<file path="src/rtl/itq_pkg.sv">
// Shared constants and types for the transform/quantisation reconstruction path.
// Holds the DCT shift-add constants, accumulator width and residual vector type.
package itq_pkg;

  localparam int C64   = 64;
  localparam int C83   = 83;
  localparam int C36   = 36;
  localparam int ACC_W = 25;
  localparam int RES_W = 16;

  typedef struct packed {
    logic signed [RES_W-1:0] r0;
    logic signed [RES_W-1:0] r1;
    logic signed [RES_W-1:0] r2;
    logic signed [RES_W-1:0] r3;
  } res_vec_t;

endpackage

</file>
<file path="src/rtl/spiral_idct4.sv">
// Combinational shift-add constant multiplier: x*36, x*64, x*83 (no multipliers).
// Ports: x (IW signed) in; m36, m64, m83 (PW signed) out.
module spiral_idct4 #(
  parameter int IW = 16,
  parameter int PW = IW + 7
) (
  input  logic signed [IW-1:0] x,
  output logic signed [PW-1:0] m36,
  output logic signed [PW-1:0] m64,
  output logic signed [PW-1:0] m83
);

  logic signed [PW-1:0] xe;

  assign xe  = {{(PW-IW){x[IW-1]}}, x};
  assign m64 = xe <<< 6;
  assign m36 = (xe <<< 5) + (xe <<< 2);
  assign m83 = (xe <<< 6) + (xe <<< 4) + (xe <<< 1) + xe;

endmodule

</file>
<file path="src/rtl/itq_idct4_serial.sv">
// Serial-in / parallel-out 4-point inverse DCT with round-and-shift output.
// Ports: clk, rst (async high); i_valid/i_ready/i_data coefficient stream
// (c0..c3); o_valid/o_ready/o_data_0..3 residual vector.
// IDCT4_CLIP_EN defined: saturate results to OW bits; else wrap to OW bits.
module itq_idct4_serial
  import itq_pkg::*;
#(
  parameter int SHIFT = 7,
  parameter int IW    = 16,
  parameter int OW    = 16
) (
  input  logic                 clk,
  input  logic                 rst,
  input  logic                 i_valid,
  output logic                 i_ready,
  input  logic signed [IW-1:0] i_data,
  output logic                 o_valid,
  input  logic                 o_ready,
  output logic signed [OW-1:0] o_data_0,
  output logic signed [OW-1:0] o_data_1,
  output logic signed [OW-1:0] o_data_2,
  output logic signed [OW-1:0] o_data_3
);

  localparam int PW = IW + 7;
  localparam int RW = ACC_W + 2;
  localparam logic signed [RW-1:0] RND  = RW'(1 << (SHIFT - 1));
  localparam logic signed [RW-1:0] MAXV = RW'((1 << (OW - 1)) - 1);
  localparam logic signed [RW-1:0] MINV = -RW'(1 << (OW - 1));

  logic        [1:0]       cnt;
  logic signed [ACC_W-1:0] e0, e1, o0, o1;
  logic signed [PW-1:0]    p36, p64, p83;
  logic signed [ACC_W-1:0] a36, a64, a83;
  logic signed [ACC_W-1:0] o0f, o1f;
  logic signed [RW-1:0]    s0, s1, s2, s3;
  logic                    fire, last;

  spiral_idct4 #(.IW(IW), .PW(PW)) u_mul (
    .x   (i_data),
    .m36 (p36),
    .m64 (p64),
    .m83 (p83)
  );

  assign a36 = ACC_W'(p36);
  assign a64 = ACC_W'(p64);
  assign a83 = ACC_W'(p83);

  // Stall only the completing beat, and only if the held vector cannot drain.
  assign i_ready = !(cnt == 2'd3 && o_valid && !o_ready);
  assign fire    = i_valid && i_ready;
  assign last    = fire && cnt == 2'd3;

  // Final odd terms are formed on the fly during beat 3.
  assign o0f = o0 + a36;
  assign o1f = o1 - a83;

  assign s0 = RW'(e0) + RW'(o0f);
  assign s1 = RW'(e1) + RW'(o1f);
  assign s2 = RW'(e1) - RW'(o1f);
  assign s3 = RW'(e0) - RW'(o0f);

  function automatic logic signed [OW-1:0] narrow(
    input logic signed [RW-1:0] r
  );
    logic signed [RW-1:0] t;
    t = (r + RND) >>> SHIFT;
`ifdef IDCT4_CLIP_EN
    if (t > MAXV)      narrow = OW'(MAXV);
    else if (t < MINV) narrow = OW'(MINV);
    else               narrow = OW'(t);
`else
    narrow = OW'(t);
`endif
  endfunction

  always_ff @(posedge clk or posedge rst) begin
    if (rst) begin
      cnt <= '0;
      e0  <= '0;
      e1  <= '0;
      o0  <= '0;
      o1  <= '0;
    end else if (fire) begin
      cnt <= cnt + 2'd1;
      unique case (cnt)
        2'd0: begin
          e0 <= a64;
          e1 <= a64;
        end
        2'd1: begin
          o0 <= a83;
          o1 <= a36;
        end
        2'd2: begin
          e0 <= e0 + a64;
          e1 <= e1 - a64;
        end
        default: ;
      endcase
    end
  end

  always_ff @(posedge clk or posedge rst) begin
    if (rst) begin
      o_valid  <= 1'b0;
      o_data_0 <= '0;
      o_data_1 <= '0;
      o_data_2 <= '0;
      o_data_3 <= '0;
    end else if (last) begin
      o_valid  <= 1'b1;
      o_data_0 <= narrow(s0);
      o_data_1 <= narrow(s1);
      o_data_2 <= narrow(s2);
      o_data_3 <= narrow(s3);
    end else if (o_ready) begin
      o_valid  <= 1'b0;
    end
  end

`ifndef SYNTHESIS
  initial assert (MAXV > 0);
`endif

endmodule

</file>
<file path="config.mk">
export PLATFORM = sky130hd
export DESIGN_NAME = itq_idct4_serial
export DESIGN_NICKNAME = d
export VERILOG_FILES = /design/src/rtl/itq_pkg.sv /design/src/rtl/spiral_idct4.sv /design/src/rtl/itq_idct4_serial.sv
export SDC_FILE = /design/constraint.sdc
export NUM_CORES = 1
export LEC_CHECK = 0
export CORE_UTILIZATION = 25
export CTS_CLUSTER_DIAMETER = 50
export DETAILED_ROUTE_END_ITERATION = 12
export SETUP_SLACK_MARGIN = 0.05
export SKIP_CTS_REPAIR_TIMING = 1
export SYNTH_ARGS = -nofsm -noshare
export SYNTH_HDL_FRONTEND = slang
export SYNTH_SLANG_ARGS = --single-unit
</file>
<file path="constraint.sdc">
create_clock -name clk -period 7.34 [get_ports clk]
set_input_delay 1.468 -clock clk [delete_from_list [all_inputs] [get_ports clk]]
set_output_delay 1.468 -clock clk [all_outputs]
set_load 0.05 [all_outputs]
</file>
### After elaboration in Yosys (flattened, before gate mapping)

Cells that the tools add are included.

* register bits after elaboration: 162
* input port bits: 20
* output and inout port bits: 66
* word-level logic and storage cells: 45

* $add $sub $neg: 17
* equal/unequal tests: 3
* multiplexer cells: 4
* reduce and logical (&&, ||, !) cells: 11

Operators with widths (number)
* $pmux 25 s2: 2
* $add 23x8->23 const B: 4
* $add 23x23->23: 2
* $sub 23x23->23: 2
* $add 25x22->25: 1
* $sub 25x22->25: 1
* $add 22x20->23: 1
* $add 23x16->23: 1
* $add 23x17->23: 1
* $add 23x22->23: 1
* $sub 22x23->23: 1
* $add 21x18->22: 1
* $eq 2x2->1 const B: 2
* $logic_and 1x1->1: 4
* $reduce_and 2->1: 2
* $reduce_bool 2->1: 2
* $add 2x1->2 const B: 1
* $eq 2x1->1 const B: 1
* $logic_not 1->1: 2
* $logic_not 2->1: 1
* $mux 1: 2

### Depth between registers and ports, before layout

Gate-level depths: netlist of run 1.

* word-level depth: 7
* gate-level depth with buffers: 35
* depth with buffers taken out: 35

### By module

Synthesis of run 1 repeated with hierarchy kept, for this count alone.

* cells, all modules: 1975
* area, all modules: 16952.5 um^2

Modules (own cells, without submodules)
* itq_idct4_serial: times used 1, cells each 1639, area an instance 14266.2 um^2, sequential area each 3978.8 um^2
* spiral_idct4: times used 1, cells each 336, area an instance 2686.3 um^2, sequential area each 0.0 um^2

### Worst setup path after synthesis of run 1

No wires, ideal clock.

* kind: input to register
* from: input i_data[4]
* to: register o_data_1[15]
* library setup time: 129 ps
* arrival time: 7716 ps
* required time: 7211 ps
* slack: -505 ps
* stages on the path: 33
* path buffers: 0
* cells stage by stage: inv_1 > fa_1 > inv_1 > ha_1 > inv_1 > fa_1 > nor2b_1 > o21ai_0 > nand2b_1 > xnor2_1 > ha_1 > nand3_1 > a2111oi_2 > nor4_1 > o21ba_1 > maj3_2 > maj3_2 > a21o_1 > maj3_2 > a21oi_1 > or2_1 > xnor2_1 > ha_1 > ha_1 > nor3_1 > o211ai_1 > a31oi_1 > nor2b_1 > o21a_1 > o41a_1 > xor2_1 > xnor2_1 > o21ai_1

* longest elaborated chain between the ends: 6

RTL lines
* from (decl): RTL line itq_idct4_serial.sv:16 `input logic signed [IW-1:0] i_data,`
* $add 22x20->23: RTL line spiral_idct4.sv:18 `assign m83 = (xe <<< 6) + (xe <<< 4) + (xe <<< 1) + xe;`
* $add 23x17->23: RTL line spiral_idct4.sv:18
* $add 23x16->23 *: RTL line spiral_idct4.sv:18
* $sub 22x23->23 *: RTL line itq_idct4_serial.sv:57 `assign o1f = o1 - a83;`
* $add 23x23->23 *: RTL line itq_idct4_serial.sv:60 `assign s1 = RW'(e1) + RW'(o1f);`
* $add 23x8->23 *: RTL line itq_idct4_serial.sv:68 `t = (r + RND) >>> SHIFT;`
* to (signal assigned): RTL line itq_idct4_serial.sv:115 `o_data_1 <= narrow(s1);`
* to (decl): RTL line itq_idct4_serial.sv:20 `output logic signed [OW-1:0] o_data_1,`

Mark *: on every way between the ends. The rest lies on a longest branch, timed or not.
A chain may end at the register's enable or synchronous reset.

### Worst setup path in the final report of run 1

Ends and elaborated chain as after synthesis.

==> run summary, run 1 <==
highest attainable clock frequency - 0.1339 GHz
largest area contributor in the netlist - sky130_fd_sc_hd__dfrtp_1
largest incremental delay on the critical path - 0.56 ns
Adder-Cell Fraction of Synth Area - 26.29%
clock root buffer - sky130_fd_sc_hd__clkbuf_16
Area Growth Syn to Fin - 38.61%
register bit total from synthesis - 143
largest family of logic cells by synthesized area - adder cells
part of the Yosys area used for sequential elements - 24.28%
most instantiated library cell after synthesis - sky130_fd_sc_hd__ha_1
maximum fanout encountered on the critical timing path - 4
count of vias placed by the detailed router - 13280
floorplan die height - 244.8 µm
relative slew slack - 27.83%
number of global-route vias before repair - 13520
hold violation count in the final report - 0
number of antenna violations at the first check in global routing - 2
cell area after synthesis - 14740 µm²
RSZ-0062 raised after global routing - yes
max-slew violation count - 0
data arrival time at the worst-slack endpoint - 7.76 ns
average instance area after synthesis - 8.588 µm²
drt initial violations - 596
nature of the critical path endpoint - register
nets@finish - 2458
I/O pin count - 86
Setup Slack @ Placement - -1.355 ns
antenna diode instance count - 0
top area cells in the synthesized netlist - sky130_fd_sc_hd__dfrtp_1 24%, sky130_fd_sc_hd__ha_1 22%, sky130_fd_sc_hd__o21ai_0 5.5%
Buffers on Ports - 85
number of clock buffers inserted by TritonCTS - 17
Clk pin slew, worst setup/hold paths - 0.06 ns
post-detailed-route wirelength per cell - 14.12 µm
all-layer global routing usage - 13.94%
antenna-violating nets left - 0
core area - 57920 µm²
number of clock sinks - 143
Clock Skew - 0.01277 ns
Worst Setup Path Type - in2reg
share of cells above drive strength 1 - 24.82%
synthesized-area fraction occupied by and/or/nand/nor cells - 14.43%
Total Routed Length - 41.37 mm
width of the die - 244.8 µm
number of synthesized flops with an enable pin - 0
Pre-antenna DRT Iters - 5
required time worst endpoint - 7.63 ns
cell count after placement - 2883
fraction of the core area covered by cells at the end of the flow - 35.27%
status - finished, violations left
number of DRC violations after detailed routing - 0
area fraction of the dominant cell type after synthesis - 24.28%
wire length of the first global-routing pass - 66.09 mm
clock insertion delay at the later pin of the skew report - 0.45 ns
Final WS setup - -0.1276 ns
Post-synth ARST share - 100.0%
final critical delay including setup and external delays - 7.468 ns
share of synthesized area spent on multiplexers - 1.919%
type of origin of the critical path - primary input
count of maximum capacitance violations - 0
number of H-tree branching levels - 4
Hold Crit Class - reg2reg
count of synthesis-stage warnings from yosys - 0
post-synthesis cell type count - 84
HPWL reported at the end of detailed placement - 34.04 mm
Final GP Congestion - 0.8781
Max stage delay cell, worst path - sky130_fd_sc_hd__fa_1
clock tree from TritonCTS - done
list of most frequent post-synthesis cells - 258 x sky130_fd_sc_hd__ha_1, 179 x sky130_fd_sc_hd__nand2_1, 163 x sky130_fd_sc_hd__o21ai_0, 157 x sky130_fd_sc_hd__inv_1, 143 x sky130_fd_sc_hd__dfrtp_1
violations in the final reports - negative setup slack
Die Footprint - 59920 µm²
non-filler instance count after layout - 2929
clk buf depth - 2
final sum of negative setup slack - -0.2132 ns
Worst-Margin Slew - 1.082 ns
number of endpoints failing setup at the final stage - 3
synthesized netlist cell count - 1716
FP Rows - 88
remaining global-route overflow - 0
post-route clock period utilization - 101.7%
Initial Util - 25.45%
via density per instance - 4.534
synthesized-area fraction occupied by ao, oa, aoi and oai cells - 19.07%
pin count of the biggest net entering global routing - 124
Main synth FF type - sky130_fd_sc_hd__dfrtp_1
xor and xnor area share after synthesis - 9.068%
==> cells in the final DEF, fill, tap and decap left out, types with 33 or more instances in the layout <==
| cell | Yosys | layout |
|---|---|---|
| sky130_fd_sc_hd__nor3_1 | 38 | 33 |
| sky130_fd_sc_hd__o21ai_0 | 163 | 155 |
| sky130_fd_sc_hd__ha_1 | 258 | 234 |
| sky130_fd_sc_hd__clkdlybuf4s50_1 | 0 | 72 |
| sky130_fd_sc_hd__buf_4 | 0 | 339 |
| sky130_fd_sc_hd__xor2_1 | 65 | 64 |
| sky130_fd_sc_hd__nor2_1 | 104 | 100 |
| sky130_fd_sc_hd__inv_1 | 157 | 141 |
| sky130_fd_sc_hd__nand2_1 | 179 | 175 |
| sky130_fd_sc_hd__a21o_1 | 36 | 36 |
| sky130_fd_sc_hd__xnor2_1 | 85 | 80 |
| sky130_fd_sc_hd__a21oi_1 | 114 | 100 |
| sky130_fd_sc_hd__dfrtp_1 | 143 | 143 |
==> worst max-delay path, delay by kind of cell <==
kind            cells  cell delay [ns]
compound gates     11             1.77
xor+xnor            4             0.64
fa+ha+maj           9             2.99
buf+inv             4             0.39
simple gates        4             0.53
==> flip-flops by register name, indices dropped and copies added (netlist names) <==
name / flops
o_data_1: 16
o_data_0: 16
cnt: 2
o_data_2: 16
e1: 17
o_valid: 1
o0: 23
o1: 19
e0: 17
o_data_3: 16
==> metrics by stage <==
| stage | cell area [µm²] | hold slack (ns) |
|---|---|---|
| CTS | 19690 | 0.4735 |
| floorplan | 14920 | 0.4498 |
| global placement | 19120 | 0.4514 |
| detailed placement | 19120 | 0.4601 |
| finish | 20430 | 0.4671 |
| global route | 20430 | 0.5038 |
==> path summary, 6_finish.rpt <==
path / cells after the start / from / slack (ns) / to
setup / recovery: 32 / i_data[4] / -0.13 / o_data_1[15]
hold / removal: 2 / o_data_0[4] / 0.47 / o_data_0[4]
setup reg to reg: 26 / o0[2] / 1.81 / o_data_3[15]
hold reg to reg: 2 / o_data_0[4] / 0.47 / o_data_0[4]
max in group asynchronous: 3 / rst / 4.47 / e0[7]
min in group asynchronous: 2 / rst / 1.59 / o_data_3[3]
==> cells by family (layout without fill, tap and decap cells) <==
kind of cell | after synthesis | count (layout)
other | 1 | 20
buffers and inverters | 193 | 622
xor gates and xnor gates | 151 | 151
and+or+nand+nor | 456 | 456
DFF | 143 | 143
muxes | 26 | 26
AOI/OAI and AO/OA | 453 | 453
adders and majority gates | 293 | 293
==> metal layers <==
metal / track usage (%) / vias to the layer above / share of wire, %
li1: - / 6855 / -
met1: 17.03 / 6156 / 45
met2: 24.57 / 196 / 49
met3: 2.351 / 69 / 3.3
met4: 4.688 / 4 / 2.5
met5: 0 / - / 0.063
==> area by class of cell <==
cell class,count,area [µm²]
inverters,158,606.8
repair buffers,432,3506
well taps,765,957.2
fillers,5928,37490
multi-input cells,1399,11220
clock buffers,22,484.2
clock inverters,10,77.57
flip-flops and latches,143,3578
Power of run 1 is not shown: default switching activity piles up to over one toggle a cycle in this logic, so the estimate is an artifact.
==> inputs of run 2 (changes only) <==
DONT_BUFFER_PORTS = 1   (was unset)
SKIP_CTS_REPAIR_TIMING = unset   (was 1)
==> run 2 against run 1 <==
  * The run still ends with negative setup slack left
  * First-iteration DRC count is 1.0% higher
  * Global-route usage is 0.40 points higher
  * Worst hold slack better by 0.023 ns
  * Sequential share of layout area is 1.5 points higher
  * Register-to-register slack worse by 0.16 ns
==> run summary, run 2 (same netlist as run 1, synthesis figures left out) <==
Top delay family on crit path - adder cells
antenna-violating nets left - 0 (unchanged)
number of global-route vias before repair - 13320 (-1.4%)
number of H-tree branching levels - 4 (unchanged)
Final WS setup - -0.1102 ns (+0.01745 ns)
clock root buffer - sky130_fd_sc_hd__clkbuf_16
number of endpoints failing setup at the final stage - 1 (-2)
clock insertion delay at the later pin of the skew report - 0.46 ns (about the same)
nets@finish - 2280 (-7.2%)
remaining global-route overflow - 0 (unchanged)
non-filler instance count after layout - 2751 (-6.1%)
antenna diode instance count - 0 (unchanged)
status - finished, violations left
biggest regs - o0 (23), o1 (19)
count of vias placed by the detailed router - 12860 (-3.2%)
clk buf depth - 2 (unchanged)
Buffers on Ports - 0 (-100%)
Clock Skew - 0.01242 ns (-0.0003518 ns)
Max stage delay cell, worst path - sky130_fd_sc_hd__fa_1
number of clock sinks - 143 (unchanged)
number of antenna violations at the first check in global routing - 0 (-2)
worst hold slack after final layout - 0.4905 ns (+0.02346 ns)
Die Footprint - 59920 µm² (unchanged)
via density per instance - 4.674 (+3.1%)
highest attainable clock frequency - 0.1342 GHz (+0.23%)
required time worst endpoint - 7.66 ns (+0.03 ns)
footprint of the flip-flops and latches - 3578 µm² (unchanged)
HPWL reported at the end of detailed placement - 34.58 mm (+1.6%)
final critical delay including setup and external delays - 7.450 ns (-0.01745 ns)
wire length of the first global-routing pass - 68.19 mm (+3.2%)
multi-input combinational cell area - 11120 µm² (-0.87%)
nature of the critical path endpoint - register
FP Rows - 88 (unchanged)
final sum of negative setup slack - -0.1102 ns (+0.1031 ns)
RSZ-0062 raised after global routing - yes
post-detailed-route wirelength per cell - 15.31 µm (+8.4%)
share of cells above drive strength 1 - 21.00% (-3.8 points)
hold violation count in the final report - 0 (unchanged)
number of buffers added to fix hold violations after cts - 0
I/O pin count - 86 (unchanged)
Worst-Margin Slew - 1.008 ns (-0.07457 ns)
largest incremental delay on the critical path - 0.56 ns (about the same)
buffer and inverter count on the worst path - 3 (-1)
violations in the final reports - negative setup slack
data arrival time at the worst-slack endpoint - 7.77 ns (about the same)
post-route clock period utilization - 101.5% (-0.24 points)
number of DRC violations after detailed routing - 0 (unchanged)
count of maximum capacitance violations - 0 (unchanged)
Area Growth Syn to Fin - 27.41%
Hold Crit Class - reg2reg
drt initial violations - 602 (+1.0%)
Pre-antenna DRT Iters - 5 (unchanged)
relative slew slack - 32.81% (+5.0 points)
Worst Setup Path Type - in2reg
max-slew violation count - 0 (unchanged)
width of the die - 244.8 µm (unchanged)
cell count after placement - 2707 (-6.1%)
Final GP Congestion - 0.8677 (-1.2%)
number of clock buffers inserted by TritonCTS - 17 (unchanged)
floorplan die height - 244.8 µm (unchanged)
register bank with the most flops - o0
pin count of the biggest net entering global routing - 75 (-40%)
highest-count cells in the layout ignoring fill and taps - 249 x sky130_fd_sc_hd__buf_4, 233 x sky130_fd_sc_hd__ha_1, 176 x sky130_fd_sc_hd__nand2_1, 152 x sky130_fd_sc_hd__o21ai_0, 150 x sky130_fd_sc_hd__inv_1
type of origin of the critical path - primary input
core area - 57920 µm² (unchanged)
Initial Util - 25.45% (unchanged)
Clk pin slew, worst setup/hold paths - 0.06 ns (about the same)
all-layer global routing usage - 14.34% (+0.40 points)
count of fill cells added during filler insertion - 5990 (+1.0%)
Largest register FFs - 23 (unchanged)
leading cell type in the layout, fill and taps excluded - sky130_fd_sc_hd__buf_4
Total Routed Length - 42.13 mm (+1.8%)
maximum fanout encountered on the critical timing path - 9 (+5)
clock tree from TritonCTS - done
## run 2: cell types whose count changed in the layout (fill, tap and decap cells not counted), sizes merged
cell	before	now
buf	348	254
clkdlybuf4s50	72	0
dlymetal6s2s	10	0
clkbuf	24	20
bufinv	0	2
clkinv	4	6
clkinvlp	6	4
## run 2: path summary, 6_finish.rpt
check                      slack [ns]  depth (start not counted)      start      endpoint
setup / recovery                -0.11                         33  i_data[0]  o_data_1[15]
hold / removal                   0.49                          2     o0[19]        o0[19]
setup reg to reg                 1.65                         25      o0[2]  o_data_3[15]
hold reg to reg                  0.49                          2     o0[19]        o0[19]
max in group asynchronous        4.87                          2        rst  o_data_3[11]
min in group asynchronous        0.97                          1        rst   o_data_2[0]
## run 2: layout make-up
type / count / area share [%]
flip-flops and latches: 143 / 19.06
inverters: 158 / 3.225
repair buffers: 254 / 10.26
well taps: 765 / 5.098
clock inverters: 12 / 0.7064
multi-input cells: 1399 / 59.22
clock buffers: 20 / 2.432
## run 2: per-layer routing
layer  GRT usage [%]  vias up  part of all wire (%)
li1                -     6500                     -
met1           17.29     6092                    45
met2           25.26      210                    49
met3           2.887       56                   4.1
met4           4.706        0                   2.2
met5               0        -                     0
## run 2: tightest hold or removal path: stages, from the launching register on
cell and delay [ns]:
sky130_fd_sc_hd__dfrtp_1 0.35, sky130_fd_sc_hd__nand2_1 0.05, sky130_fd_sc_hd__o21ai_0 0.06
## run 2: through the flow
stage / worst slack, ns / utilization (%) / area, µm²
floorplan: -0.3616 / - / 14920
global placement: -0.6641 / 30.37 / 17590
detailed placement: -0.7465 / 30.37 / 17590
CTS: -0.006666 / 31.72 / 18370
global route: -0.4056 / 32.42 / 18780
finish: -0.1102 / 32.42 / 18780
## run 2: what timing repair did
| item | CTS | global route |
|---|---|---|
| setup buffers | 10 | 9 |
| gates resized for setup | 18 | 74 |
| hold endpoints to repair | 0 | 0 |
| setup endpoints to repair | 4 | 20 |
| pin swaps | 32 | 48 |
Power of run 2 is left out for the same reason.
==> inputs of run 3 (changes only) <==
SKIP_LAST_GASP = 1   (was unset)
==> run 3 against run 2 <==
  * The run still ends with negative setup slack left
  * Cell area hardly changed
  * First-iteration DRC count is 1.8% lower
  * Sequential share of layout area hardly changed
  * Worst setup slack better by 0.0025 ns
  * Highest routed layer unchanged
  * Critical path depth stayed put
  * Maximum frequency hardly changed
  * Die area stayed put
  * Global-route usage stayed put
  * Non-clock buffer count stayed put
==> run summary, run 3 (same netlist as run 1, synthesis figures left out) <==
share of cells above drive strength 1 - 20.90% (-0.10 points)
Largest register FFs - 23 (unchanged)
antenna-violating nets left - 0 (unchanged)
Die Footprint - 59920 µm² (unchanged)
number of DRC violations after detailed routing - 0 (unchanged)
Final WS setup - -0.1076 ns (+0.002541 ns)
Max stage delay cell, worst path - sky130_fd_sc_hd__fa_1
number of antenna violations at the first check in global routing - 0 (unchanged)
highest attainable clock frequency - 0.1343 GHz (about the same)
number of H-tree branching levels - 4 (unchanged)
all-layer global routing usage - 14.34% (unchanged)
number of clock sinks - 143 (unchanged)
leading cell type in the layout, fill and taps excluded - sky130_fd_sc_hd__buf_4
Clock Skew - 0.01247 ns (+0.00005680 ns)
width of the die - 244.8 µm (unchanged)
number of clock buffers inserted by TritonCTS - 17 (unchanged)
Initial Util - 25.45% (unchanged)
relative slew slack - 32.99% (+0.19 points)
maximum fanout encountered on the critical timing path - 9 (unchanged)
post-route clock period utilization - 101.5% (about the same)
post-detailed-route wirelength per cell - 15.31 µm (about the same)
I/O pin count - 86 (unchanged)
count of maximum capacitance violations - 0 (unchanged)
Clk pin slew, worst setup/hold paths - 0.06 ns (about the same)
post-route standard cell area excluding fillers - 18770 µm² (about the same)
Total Routed Length - 42.12 mm (about the same)
biggest regs - o0 (23), o1 (19)
nature of the critical path endpoint - register
number of global-route vias before repair - 13320 (unchanged)
clock insertion delay at the later pin of the skew report - 0.46 ns (about the same)
clock root buffer - sky130_fd_sc_hd__clkbuf_16
status - finished, violations left
placed cell areas - 17590 µm² (unchanged)
register bank with the most flops - o0
max-slew violation count - 0 (unchanged)
required time worst endpoint - 7.66 ns (about the same)
hold violation count in the final report - 0 (unchanged)
non-filler instance count after layout - 2751 (unchanged)
highest-count cells in the layout ignoring fill and taps - 249 x sky130_fd_sc_hd__buf_4, 233 x sky130_fd_sc_hd__ha_1, 176 x sky130_fd_sc_hd__nand2_1, 153 x sky130_fd_sc_hd__o21ai_0, 150 x sky130_fd_sc_hd__inv_1
via density per instance - 4.676 (about the same)
core area - 57920 µm² (unchanged)
Area Growth Syn to Fin - 27.35% (about the same)
RSZ-0062 raised after global routing - yes
number of buffers added to fix hold violations after cts - 0 (unchanged)
type of origin of the critical path - primary input
count of fill cells added during filler insertion - 5992 (+0.033%)
FP Rows - 88 (unchanged)
final sum of negative setup slack - -0.1076 ns (+0.002541 ns)
floorplan die height - 244.8 µm (unchanged)
worst hold slack after final layout - 0.4905 ns (+0.000004000 ns)
HPWL reported at the end of detailed placement - 34.58 mm (unchanged)
violations in the final reports - negative setup slack
cell count after placement - 2707 (unchanged)
Worst-Margin Slew - 1.005 ns (-0.002778 ns)
count of vias placed by the detailed router - 12860 (+0.039%)
antenna diode instance count - 0 (unchanged)
Hold Crit Class - reg2reg
largest incremental delay on the critical path - 0.56 ns (about the same)
Buffers on Ports - 0 (unchanged)
drt initial violations - 591 (-1.8%)
data arrival time at the worst-slack endpoint - 7.76 ns (about the same)
Worst Setup Path Type - in2reg
number of endpoints failing setup at the final stage - 1 (unchanged)
nets@finish - 2280 (unchanged)
Pre-antenna DRT Iters - 5 (unchanged)
clock tree from TritonCTS - done
wire length of the first global-routing pass - 68.19 mm (unchanged)
clk buf depth - 2 (unchanged)
final critical delay including setup and external delays - 7.448 ns (-0.002541 ns)
remaining global-route overflow - 0 (unchanged)
Final GP Congestion - 0.8677 (unchanged)
pin count of the biggest net entering global routing - 75 (unchanged)
[run 3: cell counts in the layout (fill, tap and decap cells not counted)]
Identical to the previous run, type by type.
[run 3: path summary, 6_finish.rpt]
| kind | startpoint | to | slack, ns | cells past startpoint |
|---|---|---|---|---|
| setup reg to reg | o0[2] | o_data_3[15] | 1.60 | 25 |
| setup / recovery | i_data[0] | o_data_1[15] | -0.11 | 33 |
| hold / removal | o0[19] | o0[19] | 0.49 | 2 |
| min in group asynchronous | rst | o_data_2[0] | 0.97 | 1 |
| max in group asynchronous | rst | o_data_3[11] | 4.88 | 2 |
| hold reg to reg | o0[19] | o0[19] | 0.49 | 2 |
[run 3: per-stage QoR]
step | setup WS (ns) | util (%)
after floorplan | -0.3616 | -
after global placement | -0.6641 | 30.37
after detailed placement | -0.7465 | 30.37
after CTS | -0.006666 | 31.72
after global routing | -0.4056 | 32.40
final | -0.1076 | 32.40
[run 3: area by class of cell]
type	count	area (µm²)	area share (%)
Multi-Input combinational cell	1399	11110	59.20
Clock inverter	12	132.6	0.7067
Sequential cell	143	3578	19.07
Clock buffer	20	456.7	2.434
Tap cell	765	957.2	5.100
Timing Repair Buffer	254	1926	10.26
Inverter	158	605.6	3.227
[run 3: per-layer routing]
metal  GRT usage [%]  up-vias  share of wire, %
met5               0        -                 0
met4           4.706        0               2.2
met3           2.887       56               4.1
met2           25.26      210                49
met1           17.29     6098                45
li1                -     6499                 -
[run 3: repair_timing]
action,in CTS,in global routing
gates cloned,0,0
hold endpoints to repair,0,0
gates resized for setup,18,71
pin swaps,32,45
buffers inserted,10,9
setup endpoints to repair,4,20
[run 3: worst max-delay path: cells and delay by family]
kind / cells / cell delay [ns]
buffers and inverters: 3 / 0.18
and+or+nand+nor: 8 / 0.83
adders and majority gates: 9 / 2.93
xor gates and xnor gates: 4 / 0.62
AOI/OAI and AO/OA: 9 / 1.72
Power of run 3 is left out for the same reason.
